$ cat config.mk
export PLATFORM = sky130hd
export DESIGN_NAME = csr_trap_ctrl_flat
export DESIGN_NICKNAME = d
export VERILOG_FILES = /design/src/rtl/csr_pkg.sv /design/src/rtl/csr_trap_ctrl_if.sv /design/src/rtl/csr_wr_mux.sv /design/src/rtl/csr_trap_ctrl.sv /design/src/flat_wrapper.sv
export SDC_FILE = /design/constraint.sdc
export NUM_CORES = 1
export LEC_CHECK = 0
export ABC_AREA = 1
export CAP_MARGIN = 20
export CELL_PAD_IN_SITES_DETAIL_PLACEMENT = 2
export CELL_PAD_IN_SITES_GLOBAL_PLACEMENT = 2
export CORE_MARGIN = 2
export CORE_UTILIZATION = 21
export CTS_CLUSTER_DIAMETER = 80
export CTS_CLUSTER_SIZE = 28
export DETAILED_ROUTE_END_ITERATION = 6
export GPL_TIMING_DRIVEN = 0
export MAX_ROUTING_LAYER = met4
export PLACE_DENSITY_LB_ADDON = 0.1
export SYNTH_ARGS = -nofsm -noshare
export SYNTH_HDL_FRONTEND = slang
export SYNTH_SLANG_ARGS = --single-unit
$ cat constraint.sdc
create_clock -name clk -period 1.9 [get_ports clk]
set_input_delay 0.38 -clock clk [delete_from_list [all_inputs] [get_ports clk]]
set_output_delay 0.38 -clock clk [all_outputs]
set_load 0.1 [all_outputs]
$ cat src/rtl/csr_pkg.sv
// Shared constants and state encoding for the machine-mode trap/return sequencer.
// The mret path (R_STATUS/R_JUMP) is only compiled when CSR_TRAP_MRET_EN is defined.
package csr_pkg;

    localparam logic [11:0] CSR_MSTATUS = 12'h300;
    localparam logic [11:0] CSR_MTVEC   = 12'h305;
    localparam logic [11:0] CSR_MEPC    = 12'h341;
    localparam logic [11:0] CSR_MCAUSE  = 12'h342;

    localparam int unsigned CAUSE_ECALL_M    = 11;
    localparam int unsigned CAUSE_BREAKPOINT = 3;

    localparam int unsigned MSTATUS_MIE    = 3;
    localparam int unsigned MSTATUS_MPIE   = 7;
    localparam int unsigned MSTATUS_MPP_HI = 12;
    localparam int unsigned MSTATUS_MPP_LO = 11;

    typedef enum logic [2:0] {
        StIdle,
        StTEpc,
        StTCause,
        StTStatus,
        StTJump
`ifdef CSR_TRAP_MRET_EN
        ,
        StRStatus,
        StRJump
`endif
    } trap_state_t;

    // Jump states are the only cycles where the redirect target is read from the array.
    function automatic logic is_jump_state(trap_state_t s);
`ifdef CSR_TRAP_MRET_EN
        return (s == StTJump) || (s == StRJump);
`else
        return s == StTJump;
`endif
    endfunction

endpackage

$ cat src/rtl/csr_trap_ctrl_if.sv
// Bundles the front-end request/redirect signals and the CSR array ports of csr_trap_ctrl.
// slave is the sequencer side; master is the core/array environment side.
interface csr_trap_ctrl_if #(
    parameter int unsigned XLEN = 32
);
    logic            exc_valid;
    logic [XLEN-1:0] exc_cause;
    logic [XLEN-1:0] exc_pc;
    logic            exc_ready;
    logic            mret_valid;
    logic            inst_wr_valid;
    logic [11:0]     inst_wr_addr;
    logic [XLEN-1:0] inst_wr_data;
    logic [11:0]     inst_rd_addr;
    logic            inst_ready;
    logic            csr_wr_en;
    logic [11:0]     csr_wr_addr;
    logic [XLEN-1:0] csr_wr_data;
    logic [11:0]     csr_rd_addr;
    logic [XLEN-1:0] csr_rd_data;
    logic            busy;
    logic            redirect_valid;
    logic [XLEN-1:0] redirect_pc;

    modport slave (
        input  exc_valid, exc_cause, exc_pc, mret_valid,
        input  inst_wr_valid, inst_wr_addr, inst_wr_data, inst_rd_addr,
        input  csr_rd_data,
        output exc_ready, inst_ready, csr_wr_en, csr_wr_addr, csr_wr_data, csr_rd_addr,
        output busy, redirect_valid, redirect_pc
    );

    modport master (
        output exc_valid, exc_cause, exc_pc, mret_valid,
        output inst_wr_valid, inst_wr_addr, inst_wr_data, inst_rd_addr,
        output csr_rd_data,
        input  exc_ready, inst_ready, csr_wr_en, csr_wr_addr, csr_wr_data, csr_rd_addr,
        input  busy, redirect_valid, redirect_pc
    );

endinterface

$ cat src/rtl/csr_wr_mux.sv
// Selects the CSR array write (instruction vs. trap sequencer) and read address by state.
// mstatus return update is compiled only with CSR_TRAP_MRET_EN.
module csr_wr_mux
    import csr_pkg::*;
#(
    parameter int unsigned XLEN = 32
) (
    input  trap_state_t     state_i,
    input  logic            inst_accept_i,
    input  logic            inst_wr_valid_i,
    input  logic [11:0]     inst_wr_addr_i,
    input  logic [XLEN-1:0] inst_wr_data_i,
    input  logic [11:0]     inst_rd_addr_i,
    input  logic [XLEN-1:0] epc_i,
    input  logic [XLEN-1:0] cause_i,
    input  logic [XLEN-1:0] csr_rd_data_i,
    output logic            csr_wr_en_o,
    output logic [11:0]     csr_wr_addr_o,
    output logic [XLEN-1:0] csr_wr_data_o,
    output logic [11:0]     csr_rd_addr_o
);

    logic [XLEN-1:0] status_trap;

    always_comb begin
        status_trap = csr_rd_data_i;
        status_trap[MSTATUS_MPIE] = csr_rd_data_i[MSTATUS_MIE];
        status_trap[MSTATUS_MIE] = 1'b0;
        status_trap[MSTATUS_MPP_HI:MSTATUS_MPP_LO] = 2'b11;
    end

`ifdef CSR_TRAP_MRET_EN
    logic [XLEN-1:0] status_ret;

    always_comb begin
        status_ret = csr_rd_data_i;
        status_ret[MSTATUS_MIE] = csr_rd_data_i[MSTATUS_MPIE];
        status_ret[MSTATUS_MPIE] = 1'b1;
        status_ret[MSTATUS_MPP_HI:MSTATUS_MPP_LO] = 2'b11;
    end
`endif

    // Idle write port is zeroed unless an accepted instruction write is present.
    always_comb begin
        csr_wr_en_o   = 1'b0;
        csr_wr_addr_o = '0;
        csr_wr_data_o = '0;
        csr_rd_addr_o = inst_rd_addr_i;
        unique case (state_i)
            StIdle: begin
                if (inst_accept_i && inst_wr_valid_i) begin
                    csr_wr_en_o   = 1'b1;
                    csr_wr_addr_o = inst_wr_addr_i;
                    csr_wr_data_o = inst_wr_data_i;
                end
            end
            StTEpc: begin
                csr_wr_en_o   = 1'b1;
                csr_wr_addr_o = CSR_MEPC;
                csr_wr_data_o = epc_i;
            end
            StTCause: begin
                csr_wr_en_o   = 1'b1;
                csr_wr_addr_o = CSR_MCAUSE;
                csr_wr_data_o = cause_i;
            end
            StTStatus: begin
                csr_rd_addr_o = CSR_MSTATUS;
                csr_wr_en_o   = 1'b1;
                csr_wr_addr_o = CSR_MSTATUS;
                csr_wr_data_o = status_trap;
            end
            StTJump: begin
                csr_rd_addr_o = CSR_MTVEC;
            end
`ifdef CSR_TRAP_MRET_EN
            StRStatus: begin
                csr_rd_addr_o = CSR_MSTATUS;
                csr_wr_en_o   = 1'b1;
                csr_wr_addr_o = CSR_MSTATUS;
                csr_wr_data_o = status_ret;
            end
            StRJump: begin
                csr_rd_addr_o = CSR_MEPC;
            end
`endif
            default: ;
        endcase
    end

endmodule

$ cat src/rtl/csr_trap_ctrl.sv
// Trap entry / mret sequencer owning the CSR array write and read-address ports.
// Define CSR_TRAP_MRET_EN to compile the mret return path.
module csr_trap_ctrl
    import csr_pkg::*;
#(
    parameter int unsigned XLEN        = 32,
    parameter int unsigned MTVEC_ALIGN = 2
) (
    input logic               clk,
    input logic               rstn,
    csr_trap_ctrl_if.slave    bus
);

    localparam logic [XLEN-1:0] AlignMask = {XLEN{1'b1}} << MTVEC_ALIGN;

    trap_state_t     state_q;
    logic [XLEN-1:0] epc_q;
    logic [XLEN-1:0] cause_q;
    logic            redirect_valid_q;
    logic [XLEN-1:0] redirect_pc_q;

    logic            idle;
    logic            inst_accept;
    logic [XLEN-1:0] jump_target;

    assign idle        = (state_q == StIdle);
    assign jump_target = bus.csr_rd_data & AlignMask;

`ifdef CSR_TRAP_MRET_EN
    assign inst_accept = idle && !bus.exc_valid && !bus.mret_valid;
`else
    logic unused_mret;
    assign unused_mret = bus.mret_valid;
    assign inst_accept = idle && !bus.exc_valid;
`endif

    always_ff @(posedge clk or negedge rstn) begin
        if (!rstn) begin
            state_q          <= StIdle;
            epc_q            <= '0;
            cause_q          <= '0;
            redirect_valid_q <= 1'b0;
            redirect_pc_q    <= '0;
        end else begin
            redirect_valid_q <= 1'b0;
            if (redirect_valid_q) begin
                redirect_pc_q <= jump_target;
            end
            unique case (state_q)
                StIdle: begin
                    if (bus.exc_valid) begin
                        state_q <= StTEpc;
                        epc_q   <= bus.exc_pc;
                        cause_q <= bus.exc_cause;
                    end
`ifdef CSR_TRAP_MRET_EN
                    else if (bus.mret_valid) begin
                        state_q <= StRStatus;
                    end
`endif
                end
                StTEpc:   state_q <= StTCause;
                StTCause: state_q <= StTStatus;
                StTStatus: begin
                    state_q          <= StTJump;
                    redirect_valid_q <= 1'b1;
                end
                StTJump:  state_q <= StIdle;
`ifdef CSR_TRAP_MRET_EN
                StRStatus: begin
                    state_q          <= StRJump;
                    redirect_valid_q <= 1'b1;
                end
                StRJump:  state_q <= StIdle;
`endif
                default:  state_q <= StIdle;
            endcase
        end
    end

    // The target comes from the same-cycle array read; the register only holds it afterwards.
    assign bus.redirect_valid = redirect_valid_q;
    assign bus.redirect_pc    = redirect_valid_q ? jump_target : redirect_pc_q;
    assign bus.busy           = !idle;
    assign bus.exc_ready      = idle;
    assign bus.inst_ready     = inst_accept;

    logic jump_unused;
    assign jump_unused = is_jump_state(state_q);

    csr_wr_mux #(
        .XLEN (XLEN)
    ) u_wr_mux (
        .state_i         (state_q),
        .inst_accept_i   (inst_accept),
        .inst_wr_valid_i (bus.inst_wr_valid),
        .inst_wr_addr_i  (bus.inst_wr_addr),
        .inst_wr_data_i  (bus.inst_wr_data),
        .inst_rd_addr_i  (bus.inst_rd_addr),
        .epc_i           (epc_q),
        .cause_i         (cause_q),
        .csr_rd_data_i   (bus.csr_rd_data),
        .csr_wr_en_o     (bus.csr_wr_en),
        .csr_wr_addr_o   (bus.csr_wr_addr),
        .csr_wr_data_o   (bus.csr_wr_data),
        .csr_rd_addr_o   (bus.csr_rd_addr)
    );

endmodule

$ cat src/flat_wrapper.sv
// flat-port wrapper written by rule: the top's interface ports become plain ports
module csr_trap_ctrl_flat import csr_pkg::*;
#(
    parameter int unsigned XLEN        = 32,
    parameter int unsigned MTVEC_ALIGN = 2
)
  (clk, rstn, bus_exc_valid, bus_exc_cause, bus_exc_pc, bus_mret_valid, bus_inst_wr_valid, bus_inst_wr_addr, bus_inst_wr_data, bus_inst_rd_addr, bus_csr_rd_data, bus_exc_ready, bus_inst_ready, bus_csr_wr_en, bus_csr_wr_addr, bus_csr_wr_data, bus_csr_rd_addr, bus_busy, bus_redirect_valid, bus_redirect_pc);
  csr_trap_ctrl_if #(.XLEN(XLEN)) bus_i ();
  input logic clk;
  input logic rstn;
  input wire logic [$bits(bus_i.exc_valid)-1:0] bus_exc_valid;
  input wire logic [$bits(bus_i.exc_cause)-1:0] bus_exc_cause;
  input wire logic [$bits(bus_i.exc_pc)-1:0] bus_exc_pc;
  input wire logic [$bits(bus_i.mret_valid)-1:0] bus_mret_valid;
  input wire logic [$bits(bus_i.inst_wr_valid)-1:0] bus_inst_wr_valid;
  input wire logic [$bits(bus_i.inst_wr_addr)-1:0] bus_inst_wr_addr;
  input wire logic [$bits(bus_i.inst_wr_data)-1:0] bus_inst_wr_data;
  input wire logic [$bits(bus_i.inst_rd_addr)-1:0] bus_inst_rd_addr;
  input wire logic [$bits(bus_i.csr_rd_data)-1:0] bus_csr_rd_data;
  output wire logic [$bits(bus_i.exc_ready)-1:0] bus_exc_ready;
  output wire logic [$bits(bus_i.inst_ready)-1:0] bus_inst_ready;
  output wire logic [$bits(bus_i.csr_wr_en)-1:0] bus_csr_wr_en;
  output wire logic [$bits(bus_i.csr_wr_addr)-1:0] bus_csr_wr_addr;
  output wire logic [$bits(bus_i.csr_wr_data)-1:0] bus_csr_wr_data;
  output wire logic [$bits(bus_i.csr_rd_addr)-1:0] bus_csr_rd_addr;
  output wire logic [$bits(bus_i.busy)-1:0] bus_busy;
  output wire logic [$bits(bus_i.redirect_valid)-1:0] bus_redirect_valid;
  output wire logic [$bits(bus_i.redirect_pc)-1:0] bus_redirect_pc;
  assign bus_i.exc_valid = bus_exc_valid;
  assign bus_i.exc_cause = bus_exc_cause;
  assign bus_i.exc_pc = bus_exc_pc;
  assign bus_i.mret_valid = bus_mret_valid;
  assign bus_i.inst_wr_valid = bus_inst_wr_valid;
  assign bus_i.inst_wr_addr = bus_inst_wr_addr;
  assign bus_i.inst_wr_data = bus_inst_wr_data;
  assign bus_i.inst_rd_addr = bus_inst_rd_addr;
  assign bus_i.csr_rd_data = bus_csr_rd_data;
  assign bus_exc_ready = bus_i.exc_ready;
  assign bus_inst_ready = bus_i.inst_ready;
  assign bus_csr_wr_en = bus_i.csr_wr_en;
  assign bus_csr_wr_addr = bus_i.csr_wr_addr;
  assign bus_csr_wr_data = bus_i.csr_wr_data;
  assign bus_csr_rd_addr = bus_i.csr_rd_addr;
  assign bus_busy = bus_i.busy;
  assign bus_redirect_valid = bus_i.redirect_valid;
  assign bus_redirect_pc = bus_i.redirect_pc;
  csr_trap_ctrl #(.XLEN(XLEN), .MTVEC_ALIGN(MTVEC_ALIGN)) u_core (.clk(clk), .rstn(rstn), .bus(bus_i));
endmodule
==> summary.txt, run 1 <==
Outcome
  • Run status: finished, violations left
  • Failing checks: setup timing

Synth
  • EDFF count, synth: 0
  • Gate Count Post-Synth: 704
  • Synth cell count leaders: nand2_1, dfrtp_1, nand3_1
  • Sequential-to-total area share from yosys stat: between 40% and 50%
  • Ys flop type: dfrtp_1
  • Avg Inst Size Synth: 7.42 um2
  • Post-synth top area cell: dfrtp_1
  • Synthesized Nets: between 800 and 900
  • Share of the synthesized area in the top cell type: a little under half
  • Netlist cell types: 19
  • Synth Register Bits: 100
  • Fraction of registers with async set/reset: 100%
  • Post-Syn Area: roughly 0.0052 mm2
  • Warnings, synthesis: 0
  • Most frequent cell after synthesis: nand2_1
  • Synth top area cells: dfrtp_1, nand2_1, nand3_1, nor2_1, mux2_2

Setup path
  • Startpoint types: register
  • End of the critical path: bus_csr_wr_data[22]
  • CP required: around 1500 ps
  • Crit path max-delay family: simple AND/OR/NAND/NOR gates
  • Kind of critical path: reg -> out
  • Critical path fanouts, max: 10
  • Worst path cell trace: buf_6 > buf_4 > nand3_1 > nand2_1 > nor2_1 > nand2_4 > buf_12
  • R2r endpoint: u_core.epc_q[14]
  • Worst r2r src: u_core.state_q[2]
  • Crit-path max cell delay: approximately 460 ps
  • Crit path buf inv count: 3
  • Nature of the critical path endpoint: output pin
  • Slowest CP cell: dfrtp_2
  • Crit. path cell count: 7
  • Worst Setup SP: u_core.state_q[1]
  • Worst EP arrival: 1900 ps
  • Reg2reg setup slack: approximately 110 ps
  • R2R cell count: 10

Route
  • DRC viols: 0
  • DR iter-0 viols: approximately 250
  • Drt total wl: about 30 mm
  • Drt via density: about 4.5
  • Avg WL per Cell: 21.8 um
  • Via count: around 6,000
  • Initial DRT Pass Iterations: 4
  • Antenna viol nets, final: 0

Clock tree
  • CTS tree: yes
  • Clk_lat worst skew: 360 ps
  • CTS Root Cell: clkbuf_16
  • Clk sinks: 100
  • Clock-pin slew on the worst setup and hold paths: 80 ps
  • CTS max path bufs: 2
  • TritonCTS Buffers: 9
  • Htree depth: 3

Timing
  • Final worst setup slack: -382 ps
  • Fin crit share: 120%
  • Worst-margin pin slew: roughly 580 ps
  • Final hold vios: 0
  • Fin crit period: 2280 ps
  • FMAX: approximately 0.44 GHz
  • RSZ-0062 raised after global routing: yes
  • Final slew viol count: 0
  • Relative slew slack: about three fifths
  • Max Clock Skew: a little over 10 ps
  • Hold WS: about 480 ps
  • Final number of setup-violating endpoints: 90

Global routing
  • Largest net degree at the start of global routing: 66
  • Initial antenna violation count: 0
  • GR Overflow Total: 0
  • GRT Overall Usage: 21.5%
  • Vias in the first global route: about 6,600
  • First-pass GRT wire length: 41.1 mm

Floorplanning
  • Top-Level Pins: between 200 and 300
  • Die area: ~0.026 mm2
  • CORE AREA: ~0.024 mm2
  • Initial Util: a little over a fifth
  • FP Rows: 57
  • Die W: 162 um
  • Die Span Y: 162 um

Finish
  • Fin area: 0.0113 mm2
  • Fill cells: ~2,500
  • Share of layout cells above drive strength 1: between 30% and 40%
  • Area delta synth->final: 116%
  • Layout Cells excl Fill: about 1,400
  • Nets@finish: between 1,000 and 1,500
  • Diodes inserted: 0

Place
  • Placer Congestion: about 0.72
  • HPWL after DPL: 19.6 mm
  • DP Cell Count: around 1,300
  • Placed inst area: between 0.008 and 0.009 mm2
  • PortBufs: roughly 250

Worst hold path
  • Hold WC Path Type: reg -> reg

Run
  • Number of max-cap violations: 0
## cells in the final DEF (no fill, tap or decap), types with 32 or more instances in the layout
| cell | n |
|---|---|
| nand3_1 | 92 |
| buf_12 | 102 |
| dfrtp_1 | 97 |
| nand2_2 | 43 |
| clkdlybuf4s50_1 | 153 |
| nand2_4 | 37 |
| buf_4 | 41 |
| nor2_1 | 43 |
| nand4_1 | 32 |
| nand2_1 | 159 |
| inv_1 | 55 |
## metrics by stage
stage / util, % / worst slack (ps) / setup TNS, ps
floorplan: - / -180 / -3720
global route: 46.2 / -439 / -25310
CTS: 43.6 / -350 / -20160
global placement: 35.2 / -4800 / -506100
finish: 46.2 / -382 / -20290
detailed placement: 35.3 / -1710 / -107100
## worst min-delay path, cell delays in order, from the launching register on
cell and delay (ps):
dfrtp_1 350, nand2_1 60, nand2_1 40
## registers in the layout, indices dropped and copies added, names as in the netlist
register,count
u_core.cause_q,32
u_core.epc_q,32
u_core.redirect_pc_q,32
u_core.state_q,3
u_core.bus.redirect_valid,1
## cell type report
class | instances | area [um2] | area share, %
well taps | 324 | 405 | 3.60
clock buffers | 9 | 225 | 2.00
multi-input cells | 499 | 3190 | 28.3
repair buffers | 312 | 4150 | 36.8
clock inverters | 7 | 81.3 | 0.721
inverters | 60 | 254 | 2.25
repair inverters | 1 | 8.76 | 0.0777
plain buffers | 44 | 452 | 4.01
flip-flops and latches | 100 | 2510 | 22.3
## worst min-delay path by stage
stage | cells past startpoint | startpoint | endpoint | slack, ps
2_1_floorplan | 0 | rstn | u_core.cause_q[0] | 80
3_3_place_gp | 2 | u_core.cause_q[15] | u_core.cause_q[15] | 460
3_5_place_dp | 1 | rstn | u_core.epc_q[25] | 320
4_1_cts | 2 | u_core.cause_q[20] | u_core.cause_q[20] | 480
5_1_grt | 2 | u_core.cause_q[22] | u_core.cause_q[22] | 500
6_report | 2 | u_core.epc_q[9] | u_core.epc_q[9] | 480
## timing repair
action | 4_1_cts | 5_1_grt
pin swaps | 18 | 25
hold buffers | 1 | 0
resized for setup | 945 | 119
hold endpoints to repair | 35 | 0
cloned | 7 | 2
endpoints found under the setup margin | 93 | 91
buffers inserted | 31 | 26
## layer usage
layer / track usage, % / wire [um]
met3: 3.80 / 1410
met2: 37.3 / 15000
met5: - / 0
met4: 2.78 / 241
met1: 27.0 / 12900
## logic make-up after synthesis
group / synth area share (%)
flops: 47.9
compound gates: 1.53
simple gates: 37.6
buf+inv: 8.84
mux: 4.09
Power of run 1 is left out: the tool's default activity adds up to more than one toggle a clock period on the data nets, which glitch-free logic cannot reach.
==> run 2, diff against run 1 <==
--- a/config.mk
+++ b/config.mk
@@ -6,6 +6,7 @@
 export NUM_CORES = 1
 export LEC_CHECK = 0
 export ABC_AREA = 1
+export ABC_CLOCK_PERIOD_IN_PS = 1900
 export CAP_MARGIN = 20
 export CELL_PAD_IN_SITES_DETAIL_PLACEMENT = 2
 export CELL_PAD_IN_SITES_GLOBAL_PLACEMENT = 2
@@ -17,6 +18,7 @@
 export GPL_TIMING_DRIVEN = 0
 export MAX_ROUTING_LAYER = met4
 export PLACE_DENSITY_LB_ADDON = 0.1
+export SKIP_LAST_GASP = 1
 export SYNTH_ARGS = -nofsm -noshare
 export SYNTH_HDL_FRONTEND = slang
 export SYNTH_SLANG_ARGS = --single-unit
==> run 2 against run 1 <==
Effect of this change:
- the run still ends with setup timing left
- clock skew up 2.1 ps
- routed wire length up 2.1%
- sequential cell count unchanged
- non-clock buffer count down 6
- final cell count down 0.44%
- global-route usage about the same
- fmax up 0.28%
- register-to-register slack worse by 20 ps
- critical endpoint is now bus_csr_wr_data[11]
==> summary.txt, run 2 (synthesis results as in run 1) <==
Outcome
  • Run status: finished, violations left
  • Failing checks: setup timing

Place
  • DP Cell Count: around 1,300
  • HPWL after DPL: between 15 and 20 mm
  • PortBufs: about 250
  • Placed inst area: 0.00861 mm2
  • Placer Congestion: approximately 0.72

Timing
  • Fin crit share: 120%
  • Max Clock Skew: between 10 and 15 ps
  • Final slew viol count: 0
  • Final hold vios: 0
  • Final number of setup-violating endpoints: 90
  • Final worst setup slack: -376 ps
  • Relative slew slack: 61.7%
  • Fin crit period: between 2000 and 2500 ps
  • FMAX: between 0.4 and 0.5 GHz
  • RSZ-0062 raised after global routing: yes
  • Worst-margin pin slew: roughly 580 ps

Finish
  • Most common cell after layout, fill and taps aside: nand2_1
  • Share of layout cells above drive strength 1: 37.9%
  • Layout Cells excl Fill: between 1,000 and 1,500
  • Most frequent cells in the layout: nand2_1, clkdlybuf4s50_1, buf_12, dfrtp_1, nand3_1
  • Nets@finish: 1,178
  • Biggest regs: u_core.cause_q (32), u_core.epc_q (32), u_core.redirect_pc_q (32)
  • Area delta synth->final: 115%
  • Fill cells: 2,553
  • Fin area: ~0.011 mm2
  • Diodes inserted: 0
  • Fin util: a little under half

Route
  • Avg WL per Cell: between 20 and 25 um
  • Drt via density: around 4.5
  • DRC viols: 0
  • Antenna viol nets, final: 0
  • DR iter-0 viols: around 260
  • Initial DRT Pass Iterations: 5
  • Drt total wl: around 30 mm
  • Via count: 6,081

Clock tree
  • Clock-pin slew on the worst setup and hold paths: ~80 ps
  • CTS tree: yes
  • CTS Root Cell: clkbuf_16
  • Htree depth: 3
  • TritonCTS Buffers: 9
  • Clk_lat worst skew: between 300 and 400 ps
  • Clk sinks: 100
  • CTS max path bufs: 2

Floorplanning
  • Die W: ~160 um
  • Initial Util: 21.4%
  • FP Rows: 57
  • CORE AREA: between 0.02 and 0.025 mm2
  • Die Span Y: 162 um
  • Die area: between 0.02 and 0.03 mm2
  • Top-Level Pins: 250

Global routing
  • GRT Overall Usage: 21.5%
  • Largest net degree at the start of global routing: 66
  • First-pass GRT wire length: a little over 40 mm
  • Vias in the first global route: between 6,000 and 7,000
  • GR Overflow Total: 0
  • Initial antenna violation count: 0

Setup path
  • Worst EP arrival: 1900 ps
  • Kind of critical path: reg -> out
  • Critical path fanouts, max: 6
  • CP required: 1520 ps
  • Startpoint types: register
  • Nature of the critical path endpoint: output pin

Worst hold path
  • Hold WC Path Type: reg -> reg

Run
  • Number of max-cap violations: 0
## run 2: per-stage QoR
stage	TNS, ps	hold slack, ps	setup WS (ps)
after floorplan	-3720	84.4	-180
after global placement	-506100	456	-4800
after detailed placement	-107100	321	-1710
after CTS	-21150	480	-350
after global routing	-24880	505	-442
final	-20760	476	-376
## run 2: final timing paths
kind	startpoint	endpoint	slack (ps)	cells after the start
min	u_core.epc_q[9]	u_core.epc_q[9]	480	2
max in group asynchronous	rstn	u_core.bus.redirect_valid	690	3
max reg2reg	u_core.state_q[2]	u_core.epc_q[14]	90	10
min reg2reg	u_core.epc_q[9]	u_core.epc_q[9]	480	2
max	u_core.state_q[2]	bus_csr_wr_data[11]	-380	9
min in group asynchronous	rstn	u_core.epc_q[25]	490	2
## run 2: final cells by class
class / instances / area [um2] / share of cell area [%]
repair inverters: 1 / 8.76 / 0.0780
plain buffers: 44 / 442 / 3.94
well taps: 324 / 405 / 3.61
repair buffers: 306 / 4080 / 36.3
flip-flops and latches: 100 / 2510 / 22.4
clock inverters: 7 / 81.3 / 0.725
multi-input cells: 499 / 3220 / 28.7
clock buffers: 9 / 225 / 2.01
inverters: 60 / 254 / 2.26
## run 2: timing repair
item                                   CTS  global route
resized for setup                      908           156
cloned                                   7             1
setup endpoints to repair               93            91
setup buffers                           31            21
endpoints found under the hold margin   35             0
pin swaps                               18            23
hold buffers                             1             0
## run 2: routing by layer
metal  share of wire (%)  wire length, um  track usage (%)
met1                  42            12700             26.9
met2                  52            15800             37.6
met3                 4.8             1450             3.70
met4                0.66              199             2.78
met5                   0                0                -
## run 2: worst max-delay path, cell delays in order, from the launching register on
cell and delay (ps):
dfrtp_2 450, nor2_4 140, nand4_1 110, buf_6 160, inv_8 60, buf_12 140
buf_8 150, nand2_2 60, nand2_2 100, buf_12 180
Power of run 2 is left out for the same reason.
